**src/rtl/iob_pcie_rx_ctrl.sv**
```systemverilog
// RIFFA-style PCIe RX channel sequencer: handshakes one CHNL_RX transaction and
// streams its 64-bit beats into the iob_pcie rxfifo write port, counting 32-bit words.
module iob_pcie_rx_ctrl #(
  parameter int DATA_W     = 32,
  parameter int PCI_DATA_W = 64,
  parameter int OFF_W      = 31
) (
  input  logic                  clk,
  input  logic                  arst_n,
  input  logic                  en_i,
  input  logic                  chnl_rx_i,
  input  logic                  chnl_rx_last_i,
  input  logic [DATA_W-1:0]     chnl_rx_len_i,
  input  logic [OFF_W-1:0]      chnl_rx_off_i,
  input  logic [PCI_DATA_W-1:0] chnl_rx_data_i,
  input  logic                  chnl_rx_data_valid_i,
  output logic                  chnl_rx_data_ren_o,
  output logic                  chnl_rx_ack_o,
  input  logic                  fifo_full_i,
  output logic                  fifo_wen_o,
  output logic [PCI_DATA_W-1:0] fifo_wdata_o,
  output logic [1:0]            fifo_wstrb_o,
  output logic                  busy_o,
  output logic                  done_o,
  output logic                  trunc_o,
  output logic [DATA_W-1:0]     rx_len_o,
  output logic [OFF_W-1:0]      rx_off_o,
  output logic                  rx_last_o,
  output logic [DATA_W-1:0]     rx_cnt_o
);

  typedef enum logic [1:0] {
    IDLE,
    ACK,
    DATA,
    DONE
  } state_t;

  state_t              state_q, state_d;
  logic [DATA_W-1:0]   len_q, rem_q, cnt_q;
  logic [OFF_W-1:0]    off_q;
  logic                last_q, trunc_q, ack_q, done_q;

  logic                ren;
  logic                accept;
  logic [1:0]          strb;
  logic [DATA_W-1:0]   nwords;

  // NOTE: every always_comb output gets a default first so no path can infer a latch.
  always_comb begin
    state_d = state_q;
    ren     = 1'b0;
    accept  = 1'b0;
    strb    = 2'b00;
    nwords  = '0;
    unique case (state_q)
      IDLE: begin
        if (en_i && chnl_rx_i) state_d = ACK;
      end
      ACK: begin
        state_d = (len_q == '0) ? DONE : DATA;
      end
      DATA: begin
        ren    = ~fifo_full_i & (rem_q != '0);
        accept = ren & chnl_rx_data_valid_i;
        strb   = (rem_q >= DATA_W'(2)) ? 2'b11 : 2'b01;
        nwords = strb[1] ? DATA_W'(2) : DATA_W'(1);
        if (accept) begin
          if (rem_q == nwords) state_d = DONE;
        end else if (!chnl_rx_i) begin
          // Endpoint abandoned the transaction before the length was satisfied.
          state_d = DONE;
        end
      end
      DONE: begin
        // Wait for CHNL_RX to fall so the same transaction is not re-accepted.
        if (!chnl_rx_i) state_d = IDLE;
      end
      default: state_d = IDLE;
    endcase
  end

  // NOTE: all control and status registers are reset so that every output is 0 during reset.
  always_ff @(posedge clk or negedge arst_n) begin
    if (!arst_n) begin
      state_q <= IDLE;
      len_q   <= '0;
      off_q   <= '0;
      last_q  <= 1'b0;
      rem_q   <= '0;
      cnt_q   <= '0;
      trunc_q <= 1'b0;
      ack_q   <= 1'b0;
      done_q  <= 1'b0;
    end else begin
      // NOTE: sequential state uses non-blocking assignments so all registers update together.
      state_q <= state_d;
      ack_q   <= (state_q == ACK);
      done_q  <= (state_d == DONE) && (state_q != DONE);
      if (state_q == IDLE && state_d == ACK) begin
        len_q   <= chnl_rx_len_i;
        off_q   <= chnl_rx_off_i;
        last_q  <= chnl_rx_last_i;
        rem_q   <= chnl_rx_len_i;
        cnt_q   <= '0;
        trunc_q <= 1'b0;
      end
      if (accept) begin
        rem_q <= rem_q - nwords;
        cnt_q <= cnt_q + nwords;
      end
      if (state_q == DATA && state_d == DONE && !accept) trunc_q <= 1'b1;
    end
  end

  assign chnl_rx_data_ren_o = ren;
  assign chnl_rx_ack_o      = ack_q;
  assign fifo_wen_o         = accept;
  assign fifo_wdata_o       = accept ? chnl_rx_data_i : '0;
  assign fifo_wstrb_o       = accept ? strb : 2'b00;
  assign busy_o             = (state_q != IDLE);
  assign done_o             = done_q;
  assign trunc_o            = trunc_q;
  assign rx_len_o           = len_q;
  assign rx_off_o           = off_q;
  assign rx_last_o          = last_q;
  assign rx_cnt_o           = cnt_q;

endmodule

```
**config.mk**
```make
export PLATFORM = sky130hd
export DESIGN_NAME = iob_pcie_rx_ctrl
export DESIGN_NICKNAME = d
export VERILOG_FILES = /design/src/rtl/iob_pcie_rx_ctrl.sv
export SDC_FILE = /design/constraint.sdc
export NUM_CORES = 1
export LEC_CHECK = 0
export ABC_AREA = 0
export ABC_CLOCK_PERIOD_IN_PS = 4300
export BUFFER_PORTS_ARGS = -buffer_cell sky130_fd_sc_hd__buf_2
export CAP_MARGIN = 15
export CELL_PAD_IN_SITES_DETAIL_PLACEMENT = 0
export CELL_PAD_IN_SITES_GLOBAL_PLACEMENT = 1
export CORE_UTILIZATION = 31
export CTS_CLUSTER_DIAMETER = 150
export DETAILED_ROUTE_END_ITERATION = 7
export PLACE_DENSITY_LB_ADDON = 0.12
export SLEW_MARGIN = 15
export SYNTH_ARGS = -nofsm -noshare
export SYNTH_HDL_FRONTEND = slang
export SYNTH_SLANG_ARGS = --single-unit
export TNS_END_PERCENT = 10
```
**constraint.sdc**
```tcl
create_clock -name clk -period 4.3 [get_ports clk]
set_clock_uncertainty 0.1 [all_clocks]
set_input_delay 0.215 -clock clk [delete_from_list [all_inputs] [get_ports clk]]
set_output_delay 0.215 -clock clk [all_outputs]
set_load 0.005 [all_outputs]
```
== Word-level counts from Yosys, hierarchy flattened ==
Cells that the tools add are included.
Cells by class
  add/sub/neg operators: 2
  $lt $le $gt $ge: 1
  equal/unequal tests: 7
  mux-type cells: 21
  bitwise operators: 3
  reductions and logical operators: 12
Operators with widths (number)
  2-to-1 mux 32 bit: 4
  2-to-1 mux 64 bit: 1
  adder 32 bit: 1
  == test 32 x 2 -> 1 bit: 1
  >= comparator 32 x 2 -> 1 bit (second input constant): 1
  logical NOT 32 bit: 1
  nonzero test 32 bit: 1
  subtractor 32 bit: 1
  2-to-1 mux 2 bit: 10
  case mux 2 bit (4 select lines): 1
  == test 2 bit (second input constant): 3
  nonzero test 2 bit: 3
  logical AND 1 bit: 5
  2-to-1 mux 1 bit: 5
  == test 2 x 1 -> 1 bit (second input constant): 2
  bitwise AND 1 bit: 2
  logical NOT 2 bit: 1
  inequality test 2 bit (second input constant): 1
  logical NOT 1 bit: 1
  NOT 1 bit: 1
Word-level totals
  register bits: 133
  input port bits: 134
  output and inout bits: 168
  logic and storage cells: 55

== Depth between registers and ports, before layout ==
  depth after elaboration: 11
  mapped depth: 16
  gate-level depth less buffers: 13

== Worst setup path before layout ==
No wires, ideal clock.
  kind: register to register
  start point: register rem_q[10]
  end point: register cnt_q[28] (netlist: rx_cnt_o[28])
  setup time: 0.129 ns
  arrival: 3.771 ns
  data required time: 4.071 ns
  path slack: 0.299 ns
  cell stages (with the launch flop): 16
  buffers on the path: 2
  period minus slack after synthesis: 4.001 ns
  path through: dfrtp_1 -> or4_4 -> or3_1 -> buf_2 -> nor3_1 -> nand2_1 -> nor3_1 -> ha_1 -> fa_1 -> and4_1 -> nand4_1 -> or3_1 -> or3_1 -> clkbuf_1 -> o211ai_1 -> o31ai_1
Between the ends
  longest elaborated chain between the ends: 10
  elaborated cells between the ends (all ways): 17
  classes of those cells: add/sub: 1; order compare: 1; eq/ne: 2; mux: 8; bitwise: 2; reduce/logical: 3
RTL lines
  start, declared: RTL line 40  | logic [DATA_W-1:0] len_q, rem_q, cnt_q;
  start signal, assigned: RTL line 104  | rem_q <= chnl_rx_len_i;
  start signal, assigned: RTL line 109  | rem_q <= rem_q - nwords;
  >= comparator 32 x 2 -> 1 bit: RTL line 66  | strb = (rem_q >= DATA_W'(2)) ? 2'b11 : 2'b01;
  2-to-1 mux 2 bit: RTL line 66
  2-to-1 mux 2 bit: RTL line 67  | nwords = strb[1] ? DATA_W'(2) : DATA_W'(1);
  == test 32 x 2 -> 1 bit: RTL line 69  | if (rem_q == nwords) state_d = DONE;
  2-to-1 mux 2 bit: RTL line 69
  2-to-1 mux 2 bit: RTL line 68  | if (accept) begin
  case mux 2 bit (4 select lines): RTL line 56  | unique case (state_q)
  == test 2 x 1 -> 1 bit: RTL line 100  | if (state_q == IDLE && state_d == ACK) begin
  logical AND 1 bit: RTL line 100
  nonzero test 2 bit (no line)
  end signal, assigned: RTL line 110  | cnt_q <= cnt_q + nwords;
  end, declared: RTL line 40
Several ways; a longest one is shown, not always the timed one.
A chain may end at the register's enable or synchronous reset.

== Worst setup path in the final report ==
  start point: register rem_q[10]
  end point: register cnt_q[26] (netlist: rx_cnt_o[26])
Same word-level chain as after synthesis.

==> impl_metrics.json <==
{
  "status": "finished clean",
  "rsz0062_at_grt": "false",
  "synth.avg_cell_area_um2": 8.78,
  "critical_path.startpoint_type": "flip-flop",
  "tightest_slew_ns": 0.756,
  "synth_seq_cells": 133,
  "clk_latency_ns": 0.42,
  "slew_viol_final": 0,
  "synthesis.nets": 907,
  "htree_levels": 4,
  "insertedDiodeCount": 0,
  "synthArstFlopShare_pct": 100,
  "slowest_delay_ns": 0.57,
  "fmax_ghz": 0.247,
  "numCtsBuffers": 17,
  "p_per_area_mw_per_mm2": 546,
  "yosysTopAreaCell": "dfrtp_1",
  "chipHeight_um": 149,
  "cp.arrival_ns": 4.25,
  "globalRouteOverflowTotal": 0,
  "drt-initial-drc-count": 306,
  "synth_warnings": 0,
  "worst_setup_path_end_kind": "flip-flop",
  "start_util_pct": 31.8,
  "yosysTopAreaCellShare_pct": 49.4,
  "wl_mm": 22.7,
  "ant_nets": 0,
  "cts_tree": "done",
  "dieWidth_um": 149,
  "viasPerCell": 4.91,
  "grt_pass1_vias": 6565,
  "num_rows": 53,
  "numClockSinks": 133,
  "cpLargestDelayFamily": "simple AND/OR/NAND/NOR gates",
  "setup_tns_ns": 0,
  "slew_headroom_pct": 49.6,
  "area_growth_pct": 46.2,
  "yosysSeqAreaShare_pct": 49.4,
  "holdWs_ns": 0.0268,
  "ys.flop_type": "dfrtp_1",
  "hold_viol": 0,
  "drive_gt1_share_pct": 34.0,
  "cts_buffer_depth": 2,
  "crit_chain": "or4_4 > or3_1 > nor3_2 > nand2_1 > nor3_4 > ha_1 > fa_2 > and4_1 > nand4_1 > or3_4 > or3_4 > o211ai_1 > o31ai_1",
  "fin_util_pct": 46.5,
  "dp_hpwl_mm": 15.8,
  "drv_cap": 0,
  "num_vias": 6916,
  "fin_crit_sh_pct": 94.3,
  "gp_congestion": 0.769,
  "grt_usage_pct": 20.4,
  "finalNetCount": 1261,
  "critPathRequiredTime_ns": 4.49,
  "firstDrtPassIters": 7,
  "io_pins": 302,
  "crit_top_cell": "or3_4",
  "syn_inst": 767,
  "synthDistinctLibCells": 50,
  "path_buf_inv": 0,
  "criticalPathCategory": "reg2reg",
  "core_mm2": 0.0212,
  "routedWlPerCell_um": 16.1,
  "antenna_found_initial": 0,
  "critPathSlowestCell": "or4_4",
  "grt_max_degree": 77,
  "finalSetupViolCount": 0,
  "post-route-drc-count": 0,
  "synthTopCellsByArea": "dfrtp_1 49%, nand2_1 12%, and3_1 6.7%",
  "min_period_ns": 4.05,
  "nFillCells": 2158,
  "synth_edf_count": 0,
  "hold_class": "in2reg",
  "syn-cell-area_mm2": 0.00674,
  "p_leak_nw": 5.33,
  "grt_pass1_wl_mm": 35.6,
  "yosysMostFrequentCell": "nand2_1",
  "vdd_drop_max_v": 0.000320,
  "synth_commonest_cells": "224 x nand2_1, 133 x dfrtp_1, 72 x and3_1, 37 x clkbuf_1, 29 x o211ai_1",
  "io_buffers": 301,
  "clkTransAtPathRegs_ns": 0.06,
  "cts-root-buf": "clkbuf_16",
  "dieArea_mm2": 0.0223,
  "cp_max_fo": 7
}
## worst reg2reg max path, cell delays in order, from the launching register on
cell and delay, ns:
dfrtp_1 0.40, or4_4 0.57, or3_1 0.44, nor3_2 0.11, nand2_1 0.14, nor3_4 0.17, ha_1 0.23, fa_2 0.26
and4_1 0.25, nand4_1 0.17, or3_4 0.45, or3_4 0.38, o211ai_1 0.17, o31ai_1 0.10
## placed cells by master (no fill, tap or decap), drive strengths merged, types with 3 or more instances in the layout
master         n
clkinv         3
o211ai        29
ha             4
xor2           3
or3           16
or2            8
nand4         13
dfrtp        133
and3          72
a21oi         10
a21o          10
nor4          17
nor3          16
bufinv         4
nand2        225
clkbuf        17
nor2          25
o31ai         10
buf          324
nor2b          4
mux2i          5
o21ai         31
inv           15
nand2b         4
nand3         21
dlygate4sd3   63
o311ai        13
nand3b         4
or4           10
## state kept, by name, indices dropped and copies added, names as in the netlist
name	count
rx_off_o	31
state_q	2
rx_len_o	32
rx_last_o	1
rem_q	32
done_o	1
trunc_o	1
chnl_rx_ack_o	1
rx_cnt_o	32
## timing repair
action,4_1_cts,5_1_grt
resized for setup,1,13
hold buffers,63,0
setup buffers,0,2
hold endpoints to repair,147,0
cloned,0,0
setup endpoints to repair,3,24
pin swaps,0,1
## power by group
part / internal (W) / switching [W] / leakage (nW)
registers: 0.00172 / 0.000363 / 1.70
clock network: 0.000976 / 0.000588 / 0.301
logic: 0.000816 / 0.000908 / 3.32
## cell families (layout without fill, tap and decap cells)
family          after synthesis  count (layout)  synth area share (%)
compound gates              119             119                  12.5
xor+xnor                      4               4                 0.520
fa+ha+maj                     6               6                  1.34
buf+inv                      62             428                  4.31
flops                       133             133                  49.4
mux                           5               5                 0.743
simple gates                438             438                  31.2
## path summary, 6_finish.rpt
path / slack (ns) / to / cells past startpoint / startpoint
setup reg to reg: 0.25 / rx_cnt_o[26] / 13 / rem_q[10]
hold / removal: 0.03 / rx_len_o[0] / 3 / chnl_rx_len_i[0]
hold reg to reg: 0.36 / rx_off_o[15] / 2 / rx_off_o[15]
max in group asynchronous: 2.84 / rem_q[2] / 3 / arst_n
setup / recovery: 0.25 / rx_cnt_o[26] / 13 / rem_q[10]
min in group asynchronous: 0.26 / rx_len_o[25] / 2 / arst_n
## per-layer routing
metal	wire (um)	track usage, %
met5	0	0
met3	1210	3.54
met4	218	5.51
met2	10800	33.2
met1	10500	27.7
## per-stage QoR
| step | instance area, um^2 | instances | setup WS (ns) | power (W) |
|---|---|---|---|---|
| 2_1_floorplan | 6740 | 767 | 0.299 | 0.00298 |
| 3_3_place_gp | 8530 | 1312 | 0.123 | 0.00376 |
| 3_5_place_dp | 8530 | 1312 | -0.0146 | 0.00378 |
| 4_1_cts | 9780 | 1406 | 0.0894 | 0.00541 |
| 5_1_grt | 9850 | 1408 | 0.0571 | 0.00577 |
| 6_report | 9850 | 1408 | 0.247 | 0.00537 |
## cell type report
cell class / instances / area, um^2 / share of cell area, %
multi-input combinational: 572 / 3190 / 32.4
timing repair buffer: 387 / 2320 / 23.5
sequential: 133 / 3330 / 33.8
clock inverter: 14 / 198 / 2.01
inverter: 10 / 40.0 / 0.407
clock buffer: 17 / 425 / 4.32
tap: 275 / 344 / 3.49
Power figures use the tool's default switching activity.
